<file path="config.mk">
export PLATFORM = sky130hd
export DESIGN_NAME = regfile_wb_arbiter
export DESIGN_NICKNAME = d
export VERILOG_FILES = /design/src/rtl/regfile_wb_arbiter.sv
export SDC_FILE = /design/constraint.sdc
export NUM_CORES = 1
export LEC_CHECK = 0
export CORE_AREA = 2 2 61 63
export DETAILED_ROUTE_END_ITERATION = 12
export DIE_AREA = 0 0 63 65
export GPL_TIMING_DRIVEN = 0
export PLACE_DENSITY = 0.89
export SYNTH_ARGS = -nofsm -noshare
export SYNTH_HDL_FRONTEND = slang
export SYNTH_SLANG_ARGS = --single-unit
</file>
<file path="constraint.sdc">
create_clock -name CLK -period 2.5 [get_ports CLK]
set_input_delay 0.5 -clock CLK [delete_from_list [all_inputs] [get_ports CLK]]
set_output_delay 0.5 -clock CLK [all_outputs]
set_load 0.02 [all_outputs]
</file>
<file path="src/rtl/regfile_wb_arbiter.sv">
// ---------------------------------------------------------------------------
// regfile_wb_arbiter
//
// This block decides which writeback source may use the single register-file
// write port in a given cycle. The two sources are the ALU result path and
// the load-return path. A small scoreboard records the destination of every
// outstanding load. An ALU write to one of those registers waits until the
// load data has been written, so a younger ALU result is never overwritten
// by an older load (WAW).
//
// Ports
//   CLK, RESET         rising-edge clock; synchronous active-high reset
//   BUSYWAIT           memory stall; no grants and no scoreboard clears
//   ALU_REQ/ADDR/DATA  ALU writeback request
//   ALU_GNT            combinational grant to the ALU
//   MEM_ISSUE/_ADDR    load issue; reserves its destination register
//   ISSUE_BLOCKED      combinational; the destination is already reserved
//   MEM_REQ/ADDR/DATA  load-return writeback request
//   MEM_GNT            combinational grant to the load-return path
//   WRITE/INADDRESS/IN registered register-file write port
//   PENDING            registered scoreboard, one bit per register
//   PROTOCOL_ERR       sticky; load data returned for a register not pending
// ---------------------------------------------------------------------------
module regfile_wb_arbiter #(
   parameter int DATA_WIDTH   = 8,
   parameter int ADDR_WIDTH   = 3,
   parameter int STARVE_LIMIT = 2
) (
   input  logic                       CLK,
   input  logic                       RESET,
   input  logic                       BUSYWAIT,
   input  logic                       ALU_REQ,
   input  logic [ADDR_WIDTH-1:0]      ALU_ADDR,
   input  logic [DATA_WIDTH-1:0]      ALU_DATA,
   output logic                       ALU_GNT,
   input  logic                       MEM_ISSUE,
   input  logic [ADDR_WIDTH-1:0]      MEM_ISSUE_ADDR,
   output logic                       ISSUE_BLOCKED,
   input  logic                       MEM_REQ,
   input  logic [ADDR_WIDTH-1:0]      MEM_ADDR,
   input  logic [DATA_WIDTH-1:0]      MEM_DATA,
   output logic                       MEM_GNT,
   output logic                       WRITE,
   output logic [ADDR_WIDTH-1:0]      INADDRESS,
   output logic [DATA_WIDTH-1:0]      IN,
   output logic [(1<<ADDR_WIDTH)-1:0] PENDING,
   output logic                       PROTOCOL_ERR
);

   localparam int NREG = 1 << ADDR_WIDTH;
   localparam int CW   = (STARVE_LIMIT < 1) ? 1 : $clog2(STARVE_LIMIT + 1);
   localparam logic [CW-1:0] STARVE_MAX = CW'(STARVE_LIMIT);

   logic [NREG-1:0]       pending_reg;
   logic                  write_reg;
   logic [ADDR_WIDTH-1:0] inaddress_reg;
   logic [DATA_WIDTH-1:0] in_reg;
   logic                  protocol_err_reg;
   logic [CW-1:0]         starve_cnt_reg;

   logic mem_ok;
   logic alu_ok;
   logic alu_prio;
   logic issue_accept;

   // Both eligibility terms are gated by RESET. This keeps both grants low
   // while the block is held in reset, even before the state is known.
   assign mem_ok   = MEM_REQ & ~BUSYWAIT & ~RESET;
   assign alu_ok   = ALU_REQ & ~BUSYWAIT & ~RESET & ~pending_reg[ALU_ADDR];
   assign alu_prio = alu_ok & (starve_cnt_reg == STARVE_MAX);

   assign MEM_GNT = mem_ok & ~alu_prio;
   assign ALU_GNT = alu_ok & ~MEM_GNT;

   // A reservation that is being cleared by this cycle's load writeback can
   // be taken again at once. The set has priority, so the bit stays high.
   assign ISSUE_BLOCKED = ~RESET & MEM_ISSUE & pending_reg[MEM_ISSUE_ADDR]
                        & ~(MEM_GNT & (MEM_ADDR == MEM_ISSUE_ADDR));
   assign issue_accept  = ~RESET & MEM_ISSUE & ~ISSUE_BLOCKED;

   // Scoreboard: each bit is updated on its own, and a set beats a clear.
   for (genvar gi = 0; gi < NREG; gi++) begin : g_sb
      always_ff @(posedge CLK) begin
         if (RESET)
            pending_reg[gi] <= 1'b0;
         else if (issue_accept && (MEM_ISSUE_ADDR == ADDR_WIDTH'(gi)))
            pending_reg[gi] <= 1'b1;
         else if (MEM_GNT && (MEM_ADDR == ADDR_WIDTH'(gi)))
            pending_reg[gi] <= 1'b0;
      end
   end

   // Write port. The address and data hold their values when nothing is
   // granted; only WRITE drops.
   always_ff @(posedge CLK) begin
      if (RESET) begin
         write_reg     <= 1'b0;
         inaddress_reg <= '0;
         in_reg        <= '0;
      end else if (MEM_GNT) begin
         write_reg     <= 1'b1;
         inaddress_reg <= MEM_ADDR;
         in_reg        <= MEM_DATA;
      end else if (ALU_GNT) begin
         write_reg     <= 1'b1;
         inaddress_reg <= ALU_ADDR;
         in_reg        <= ALU_DATA;
      end else begin
         write_reg     <= 1'b0;
      end
   end

   // The counter only advances on denials caused by load priority. A stall
   // or a hazard leaves it unchanged.
   always_ff @(posedge CLK) begin
      if (RESET)
         starve_cnt_reg <= '0;
      else if (!ALU_REQ || ALU_GNT)
         starve_cnt_reg <= '0;
      else if (alu_ok && MEM_GNT && (starve_cnt_reg != STARVE_MAX))
         starve_cnt_reg <= starve_cnt_reg + 1'b1;
   end

   always_ff @(posedge CLK) begin
      if (RESET)
         protocol_err_reg <= 1'b0;
      else if (MEM_GNT && !pending_reg[MEM_ADDR])
         protocol_err_reg <= 1'b1;
   end

   assign WRITE        = write_reg;
   assign INADDRESS    = inaddress_reg;
   assign IN           = in_reg;
   assign PENDING      = pending_reg;
   assign PROTOCOL_ERR = protocol_err_reg;

endmodule

</file>
==> flow_summary.ini <==
[synth]
yosys.area_share.simple = 0.243
synth_mux_area_frac = 0.100
avgSynthCellArea_um2 = 10.3
synth-compound-area-share = 0.206
async_reset_ff_frac = 0
ys.flop_type = dfxtp_1
synthXorXnorAreaFrac = 0.0178
synth_fa_ha_area_frac = 0.00850
synth_edf_count = 0
netlist_area_mm2 = 0.00147
ys_seq_elements = 23
syn_nets = 175
ys.warnings.count = 0
synth_cell_types = 49
netlist_instances = 143
synth_top_family_by_area = simple AND/OR/NAND/NOR gates
seq_area_frac_synth = 0.313

[hold_path]
hold_start = MEM_ADDR[1]
hold_path_depth = 2
min_path_type = input pin to register
whs_endpoint = INADDRESS[1]$_SDFFE_PP0P_

[clock_network]
root_buffer = clkbuf_4
clkSinkCount = 23
hold_buffers = 0
clockBufferDepth = 2
cts_tree = done
clkLatencyLatePin_ns = 0.32
htree_levels = 1
cts.clk_slew.worst_paths_ns = 0.14
numCtsBuffers = 3

[floorplan]
dieArea_mm2 = 0.00410
io_pins = 55
die_width_um = 63
die_y_um = 65
core_area_mm2 = 0.00350
fp-row-count = 22
start_util = 0.421

[sta]
drv_slew = 0
setup_slack_ns = 0.0794
setup_violations = 0
fin_worst_skew_ns = 0.00943
max_freq_mhz = 413
rsz0062_at_grt = false
fin_crit_sh = 0.968
period_needed_ns = 2.42
maxSlewHeadroom = 0.686
fin_hold_ws_ns = 0.501
tightest_slew_ns = 0.471
hold_viol = 0

[pwr]
pwr-share-comb = 0.290
seq_power_share = 0.485
clkPwrFrac = 0.225
powerDensity_mw_per_mm2 = 382
p_int_mw = 0.574
power.switching_mw = 0.246
peakVddDrop_mv = 0.185
p_sw_frac = 0.300
p_leak_nw = 0.879

[detailed_routing]
via_per_inst = 5.73
drt_iter0_markers = 51
drc_errors = 0
ant_nets = 0
detail_route.wl_per_cell_um = 16.8
first_pass_iters = 4
vias = 1439
finalWirelength_um = 4220

[final_layout]
final_common_cell = clkdlybuf4s50_1
fillCellCount = 295
drive_gt1_frac = 0.291
n_antenna_cell = 0
finish.net_count = 236
syn_to_final_growth_pct = 45.6
layout_common_cells = 38 x clkdlybuf4s50_1, 17 x dfxtp_1, 12 x buf_4
stdcell_count = 251
fin_area_mm2 = 0.00214

[global_route]
overflow = 0
grt_pass1_vias = 1416
grt_max_degree = 14
grt_use_total = 0.216
grt_pass1_wl_um = 6980
antenna_found_initial = 0

[placed_design]
port-buffer-count = 47
detailedPlace.worstSlack_ns = -0.930
post-dp-hpwl_um = 2900
place_inst = 238
gp_congestion = 0.894
placed_area_mm2 = 0.00200

[critical_path]
cp_slowest_cell = or3b_1
cp_cell_sequence = dlygate4sd2_1, nand2b_4, or3b_1, a31o_1, a31o_1, buf_6, inv_2, buf_6
cp-start-kind = input pin
cp-end-kind = output pin
critPathBufInv = 4
r2r_start = PENDING[4]$_SDFFE_PP0P_
r2r_end = INADDRESS[0]$_SDFFE_PP0P_
crit_family = buffers and inverters
cp_max_fo = 4
max_stage_delay_ns = 0.38
cp_data_arrival_time_ns = 1.92
rr_worst_depth = 9
worst-r2r-setup-slack_ns = 0.38
critPathRequiredTime_ns = 2.00
critPathKind = input pin to output pin

[run]
max_cap_violations = 0

[run_status]
status = finished clean
-- power by group through the flow --
| stage | clock network [mW] | registers, mW | logic (mW) |
|---|---|---|---|
| after floorplan | 0 | 0.430 | 0.0999 |
| after global placement | 0 | 0.406 | 0.223 |
| after detailed placement | 0 | 0.407 | 0.227 |
| after CTS | 0.184 | 0.399 | 0.235 |
| after global routing | 0.204 | 0.401 | 0.252 |
| final | 0.184 | 0.398 | 0.238 |
-- how the worst max path moves through the flow --
stage,from,cells past startpoint,endpoint
after global routing,starve_cnt_reg[0]$_SDFFE_PP0P_,8,ISSUE_BLOCKED
after CTS,MEM_ISSUE,8,ISSUE_BLOCKED
after floorplan,RESET,7,ISSUE_BLOCKED
after global placement,RESET,9,ISSUE_BLOCKED
final,ALU_REQ,8,ISSUE_BLOCKED
after detailed placement,RESET,9,ISSUE_BLOCKED
-- layer usage --
layer | GRT usage | up-vias | wire length, µm
met5 | 0 | - | 0
met4 | 0.0667 | 0 | 36
met3 | 0.0347 | 4 | 315
met2 | 0.376 | 69 | 2000
met1 | 0.272 | 697 | 1870
li1 | - | 669 | -
-- cell type report --
type	count	area, µm²	share of cell area
buffer	13	141	0.0659
clock buffer	3	22.5	0.0105
clock inverter	1	5.00	0.00233
inverter	5	18.8	0.00875
multi-input combinational	101	893	0.417
sequential	23	473	0.221
tap	48	60.1	0.0280
timing repair buffer	57	531	0.247
-- worst reg2reg max path, cell delays in order (launching register included) --
cell,delay (ns)
dfxtp_4,0.39
mux2i_2,0.16
nand3b_1,0.16
a311oi_4,0.35
buf_4,0.18
buf_4,0.10
buf_4,0.12
nor3_1,0.05
buf_2,0.19
a221o_1,0.32
-- logic make-up (layout without fill, tap and decap cells) --
kind of cell	count (synthesis)	in the layout
AOI/OAI and AO/OA	31	31
buffers and inverters	19	79
xor gates and xnor gates	3	3
muxes	11	11
adders and majority gates	1	1
and+or+nand+nor	55	55
DFF	23	23
-- synthesized netlist by cell type (2+ instances only) --
cell type,count,area [µm²]
buf_6,4,45.0
a32o_1,5,50.1
a31o_1,2,17.5
nand3b_1,3,22.5
inv_1,5,18.8
a31o_2,3,26.3
dfxtp_1,23,460
nand2_1,4,15.0
or4b_1,3,30.0
nand2b_1,2,12.5
and3_1,10,62.6
nand4_1,3,18.8
buf_2,2,10.0
nor2_1,10,37.5
mux4_2,3,67.6
nor3b_1,2,15.0
clkbuf_8,2,27.5
a221o_1,11,110
and2b_2,2,17.5
clkbuf_1,3,11.3
xor2_1,3,26.3
a41oi_1,2,17.5
mux2i_1,8,80.1
nor3_1,3,15.0
-- stage by stage --
step / utilization / total power [mW] / setup TNS (ns)
CTS: 0.605 / 0.817 / -0.0143
detailed placement: 0.573 / 0.634 / -4.93
finish: 0.613 / 0.820 / 0
floorplan: - / 0.530 / 0
global placement: 0.573 / 0.630 / -4.25
global route: 0.613 / 0.858 / 0
-- repair_timing --
action,4_1_cts,5_1_grt
endpoints found under the hold margin,0,0
pin swaps,4,3
gates resized for setup,31,15
setup endpoints to repair,3,3
buffers inserted,7,3
Power figures use the tool's default switching activity.
